### src/rtl/hazard_pkg.sv
// Shared types for the pipeline hazard controller: forward-select codes,
// sequencer states and the hard-wired zero register index.
package hazard_pkg;

    typedef enum logic [1:0] {
        FWD_RF  = 2'b00,
        FWD_WB  = 2'b01,
        FWD_MEM = 2'b10
    } fwd_sel_t;

    typedef enum logic [1:0] {
        ST_RUN      = 2'b00,
        ST_MEM_WAIT = 2'b01
    } state_t;

    localparam int REG_ZERO = 0;

endpackage

### src/rtl/hazard_fwd_sel.sv
// Operand forward selector: compares one EX source register against the
// EX/MEM and MEM/WB destinations; the younger EX/MEM result has priority.
module hazard_fwd_sel
    import hazard_pkg::*;
#(
    parameter int REG_AW = 5
) (
    input  logic [REG_AW-1:0] ex_src,
    input  logic              mem_valid,
    input  logic              mem_regwrite,
    input  logic [REG_AW-1:0] mem_rd,
    input  logic              wb_valid,
    input  logic              wb_regwrite,
    input  logic [REG_AW-1:0] wb_rd,
    output fwd_sel_t          sel
);

    logic mem_hit;
    logic wb_hit;

    // x0 is constant zero, so a write to it must never be forwarded
    assign mem_hit = mem_valid && mem_regwrite && (mem_rd != REG_AW'(REG_ZERO)) && (mem_rd == ex_src);
    assign wb_hit  = wb_valid && wb_regwrite && (wb_rd != REG_AW'(REG_ZERO)) && (wb_rd == ex_src);

    always_comb begin
        sel = FWD_RF;
        if (mem_hit) begin
            sel = FWD_MEM;
        end else if (wb_hit) begin
            sel = FWD_WB;
        end
    end

endmodule

### src/rtl/hazard_ctrl.sv
// Pipeline sequencer for the 5-stage core: operand forwarding, load-use stall,
// taken-branch flush and whole-pipe freeze on dmem wait.
// Optional perf counters when HAZARD_PERF_CNT_EN is defined.
//
// state       | meaning
// ST_RUN      | pipe flows; load-use / branch hazards resolved here
// ST_MEM_WAIT | MEM-stage dmem access outstanding, whole pipe frozen
module hazard_ctrl
    import hazard_pkg::*;
#(
    parameter int REG_AW = 5,
    parameter int CNT_W  = 32
) (
    input  logic              clk,
    input  logic              rst,
    input  logic              id_valid,
    input  logic [REG_AW-1:0] id_rs1,
    input  logic [REG_AW-1:0] id_rs2,
    input  logic              id_use_rs1,
    input  logic              id_use_rs2,
    input  logic [REG_AW-1:0] id_rd,
    input  logic              id_regwrite,
    input  logic              id_memread,
    input  logic              id_memreq,
    input  logic              ex_branch_taken,
    input  logic              dmem_ready,
    output logic [1:0]        forward_a,
    output logic [1:0]        forward_b,
    output logic              stall_front,
    output logic              stall_back,
    output logic              flush_if_id,
    output logic              flush_id_ex
`ifdef HAZARD_PERF_CNT_EN
    ,
    output logic [CNT_W-1:0]  perf_stall_cnt,
    output logic [CNT_W-1:0]  perf_flush_cnt
`endif
);

    // Later stages keep only the fields that are still consumed downstream
    typedef struct packed {
        logic              valid;
        logic [REG_AW-1:0] rs1;
        logic [REG_AW-1:0] rs2;
        logic [REG_AW-1:0] rd;
        logic              regwrite;
        logic              memread;
        logic              memreq;
    } ex_shadow_t;

    typedef struct packed {
        logic              valid;
        logic [REG_AW-1:0] rd;
        logic              regwrite;
        logic              memreq;
    } mem_shadow_t;

    typedef struct packed {
        logic              valid;
        logic [REG_AW-1:0] rd;
        logic              regwrite;
    } wb_shadow_t;

    ex_shadow_t  ex_s;
    mem_shadow_t mem_s;
    wb_shadow_t  wb_s;
    state_t      state;

    fwd_sel_t    sel_a;
    fwd_sel_t    sel_b;
    logic        mem_pending;
    logic        stall_mem;
    logic        load_use;

    hazard_fwd_sel #(.REG_AW(REG_AW)) u_fwd_a (
        .ex_src       (ex_s.rs1),
        .mem_valid    (mem_s.valid),
        .mem_regwrite (mem_s.regwrite),
        .mem_rd       (mem_s.rd),
        .wb_valid     (wb_s.valid),
        .wb_regwrite  (wb_s.regwrite),
        .wb_rd        (wb_s.rd),
        .sel          (sel_a)
    );

    hazard_fwd_sel #(.REG_AW(REG_AW)) u_fwd_b (
        .ex_src       (ex_s.rs2),
        .mem_valid    (mem_s.valid),
        .mem_regwrite (mem_s.regwrite),
        .mem_rd       (mem_s.rd),
        .wb_valid     (wb_s.valid),
        .wb_regwrite  (wb_s.regwrite),
        .wb_rd        (wb_s.rd),
        .sel          (sel_b)
    );

    assign forward_a = sel_a;
    assign forward_b = sel_b;

    assign mem_pending = mem_s.valid && mem_s.memreq && !dmem_ready;

    // The RUN cycle that discovers the wait already freezes the pipe
    always_comb begin
        stall_mem = mem_pending;
        if (state == ST_MEM_WAIT) begin
            stall_mem = !dmem_ready;
        end
    end

    assign load_use = ex_s.valid && ex_s.memread && (ex_s.rd != REG_AW'(REG_ZERO)) && id_valid
                   && ((id_use_rs1 && (id_rs1 == ex_s.rd)) || (id_use_rs2 && (id_rs2 == ex_s.rd)));

    // A taken branch kills the ID instruction, so any load-use stall is moot
    assign stall_front = stall_mem || (load_use && !ex_branch_taken);
    assign stall_back  = stall_mem;
    assign flush_if_id = !stall_mem && ex_branch_taken;
    assign flush_id_ex = !stall_mem && (ex_branch_taken || load_use);

    always_ff @(posedge clk or posedge rst) begin
        if (rst) begin
            state <= ST_RUN;
        end else begin
            case (state)
                ST_RUN:      if (mem_pending) state <= ST_MEM_WAIT;
                ST_MEM_WAIT: if (dmem_ready)  state <= ST_RUN;
                default:                      state <= ST_RUN;
            endcase
        end
    end

    always_ff @(posedge clk or posedge rst) begin
        if (rst) begin
            ex_s  <= '0;
            mem_s <= '0;
            wb_s  <= '0;
        end else if (!stall_back) begin
            if (flush_id_ex) begin
                ex_s <= '0;
            end else begin
                ex_s <= '{valid:    id_valid,
                          rs1:      id_rs1,
                          rs2:      id_rs2,
                          rd:       id_rd,
                          regwrite: id_regwrite,
                          memread:  id_memread,
                          memreq:   id_memreq};
            end
            mem_s <= '{valid:    ex_s.valid,
                       rd:       ex_s.rd,
                       regwrite: ex_s.regwrite,
                       memreq:   ex_s.memreq};
            wb_s  <= '{valid:    mem_s.valid,
                       rd:       mem_s.rd,
                       regwrite: mem_s.regwrite};
        end
    end

`ifdef HAZARD_PERF_CNT_EN
    // Saturating counters: a wrapped count would read as a near-idle core
    always_ff @(posedge clk or posedge rst) begin
        if (rst) begin
            perf_stall_cnt <= '0;
            perf_flush_cnt <= '0;
        end else begin
            if ((stall_front || stall_back) && (perf_stall_cnt != '1)) begin
                perf_stall_cnt <= perf_stall_cnt + 1'b1;
            end
            if (flush_if_id && (perf_flush_cnt != '1)) begin
                perf_flush_cnt <= perf_flush_cnt + 1'b1;
            end
        end
    end
`endif

endmodule

### config.mk
export PLATFORM = sky130hd
export DESIGN_NAME = hazard_ctrl
export DESIGN_NICKNAME = d
export VERILOG_FILES = /design/src/rtl/hazard_pkg.sv /design/src/rtl/hazard_fwd_sel.sv /design/src/rtl/hazard_ctrl.sv
export SDC_FILE = /design/constraint.sdc
export NUM_CORES = 1
export LEC_CHECK = 0
export BUFFER_PORTS_ARGS = -buffer_cell sky130_fd_sc_hd__buf_2
export CAP_MARGIN = 15
export CORE_AREA = 3 3 71 73
export CTS_CLUSTER_SIZE = 16
export DETAILED_ROUTE_END_ITERATION = 7
export DIE_AREA = 0 0 74 76
export PLACE_DENSITY_LB_ADDON = 0.25
export SYNTH_ARGS = -nofsm -noshare
export SYNTH_HDL_FRONTEND = slang
export SYNTH_SLANG_ARGS = --single-unit
### constraint.sdc
create_clock -name clk -period 2.65 [get_ports clk]
set_clock_uncertainty 0.1 [all_clocks]
set_input_delay 0.265 -clock clk [delete_from_list [all_inputs] [get_ports clk]]
set_output_delay 0.265 -clock clk [all_outputs]
set_load 0.03 [all_outputs]
==> flow_summary.toml <==
[status]
status = "complete, no violations"

[global_routing]
grt_pass1_vias = 1488
antenna_found_initial = 0
grt_pass1_wl_mm = 7.39
grt.overflow.total = 0
grt_max_degree = 36
grt_usage_pct = 16.9

[setup_path]
arrival_ps = 2010
required_ps = 2290
worst_r2r_path_depth = 5
endpoint_kind = "output pin"
ff2ff_setup_slack_ps = 620
crit_type = "reg2out"
crit_fanout = 5
regToRegStartpoint = "mem_s[7]"
crit_path_start_kind = "flop"
r2r_end = "wb_s[5]"

[logic_synthesis]
syn_area_per_cell_um2 = 10.8
synthesis.area_um2 = 1980
yosys_warnings = 0
syn_inst = 184
yosysUniqueCellTypes = 27
synth_nets = 209
ys_seq_area_share_pct = 44.2
yosys_register_bits = 35

[power_and_ir_drop]
p_leak_nw = 1.00
vdd.ir_drop.worst_mv = 0.381
fin_total_pwr_w = 0.00228
power_density_nw_per_um2 = 996

[routing]
drc = 0
routed_wl_mm = 4.48
num_vias = 1523
drt_iter0_markers = 45
ant_nets = 0
wl_met1_mm = 2.16
dr.pass1.iters = 4
route.met2.wl_mm = 2.12
wl_per_cell_um = 16.7
met3_length_um = 140
viasPerCell = 5.68
top_layer_used = "met4"

[floorplanning]
num_rows = 24
die_y_um = 76
coreArea_um2 = 4410
dieArea_um2 = 5620
die_x_um = 74
io_pins = 33
initial_core_util_pct = 44.9

[layout]
stdcell_area_um2 = 2290
nets = 241
mostFrequentLayoutCell = "dfrtp_1"
drive_above_1_share_pct = 31.9
fill_cells = 412
syn_to_final_growth_pct = 15.3
layout_common_cells = "dfrtp_1 (35), buf_2 (32), o211ai_1 (20)"
final_cell_count_no_fill = 268
insertedDiodeCount = 0

[min_path]
hp-class = "in2reg"
holdPathEnd = "ex_s[18]"
min_from = "id_valid"
hold_depth = 3

[clock_network]
numCtsBuffers = 5
cts_tree = "done"
clock_sinks = 35
ctsHoldBuffers = 1
cts.clk_slew.worst_paths_ps = 70
clock_latency_ps = 290
htreeDepth = 2
cts_resized = 0
clk_path_buf_depth = 2
root_buffer = "clkbuf_8"
cts_setup_buffers = 0

[sta]
clock.fmax_mhz = 421
setup_viol = 0
slew_headroom_pct = 70.2
final_hold_viol_count = 0
final.setup.tns_ps = 0
min_period_over_period_pct = 89.6
maxSlewViolCount = 0
rsz0062_at_grt = "no"
worstMarginPinSlew_ps = 448
fin_crit_ps = 2370

[flow_run]
drv_cap = 0

[placed_design]
dpl.hpwl_mm = 3.32
placed_cells = 260
place_congestion = 0.795
dpl-instance-area_um2 = 2190
io_buffer_count = 32
## flip-flops by register name, indices dropped and copies added (netlist names)
name   flops
ex_s      19
wb_s       7
mem_s      8
state      1
## metal layers
metal | up-vias | GRT usage [%]
li1 | 748 | -
met1 | 740 | 23.4
met2 | 29 | 25.8
met3 | 6 | 4.22
met4 | 0 | 5.43
met5 | - | 0
## cells by family after synthesis
kind of cell	after synthesis	synth area share (%)
flops	35	44.2
simple gates	20	6.18
mux	15	8.52
xor+xnor	30	13.2
buf+inv	20	4.79
compound gates	64	23.1
## synth_stat cells
master,number,area [um^2]
nor4_2,2,25.0
buf_6,1,11.3
nand3_1,4,20.0
a21oi_1,2,10.0
or2_2,1,6.26
buf_4,2,15.0
mux2_2,15,169
o22ai_1,1,6.26
nor2_1,2,7.51
a31o_2,2,17.5
buf_2,4,20.0
nor3_1,3,15.0
dfrtp_1,35,876
inv_2,1,3.75
xnor2_1,18,158
clkbuf_1,8,30.0
buf_1,1,3.75
o211ai_1,20,150
nand4_1,2,12.5
inv_1,3,11.3
nand2_1,2,7.51
o21ai_0,19,95.1
a2bb2oi_1,19,166
nor4_1,1,6.26
or4_1,3,22.5
xor2_1,12,105
o211ai_2,1,12.5
## layout make-up
class	instances	area, um^2	share of cell area, %
clock inverters	1	5.00	0.219
clock buffers	6	82.6	3.61
repair buffers	41	230	10.1
well taps	52	65.1	2.85
flip-flops and latches	35	876	38.3
multi-input cells	129	1010	44.3
inverters	4	15.0	0.657
## critical path, stage by stage (launching register included)
cell,delay (ps)
dfrtp_1,430
or4_1,550
o211ai_2,180
nor4_2,80
nor4_2,250
buf_2,230
## worst max-delay path by stage
| stage | start | to | slack, ps |
|---|---|---|---|
| floorplan | mem_s[3] | forward_a[0] | 390 |
| global placement | mem_s[3] | forward_b[0] | 610 |
| detailed placement | mem_s[3] | forward_b[0] | 570 |
| CTS | mem_s[3] | forward_b[0] | 260 |
| global route | mem_s[3] | forward_b[0] | 150 |
| finish | mem_s[3] | forward_b[0] | 280 |
## metrics by stage
step,hold slack [ps],util [%],worst slack (ps)
after floorplan,319,-,388
after global placement,286,49.6,606
after detailed placement,298,49.6,574
after CTS,183,51.8,257
after global routing,200,51.8,151
final,193,51.8,276
## where the power goes
group | internal (W) | switching (W)
registers | 0.000744 | 0.000264
logic | 0.000454 | 0.000423
clock network | 0.000204 | 0.000189
No activity file was read; power rests on OpenSTA's default activity.
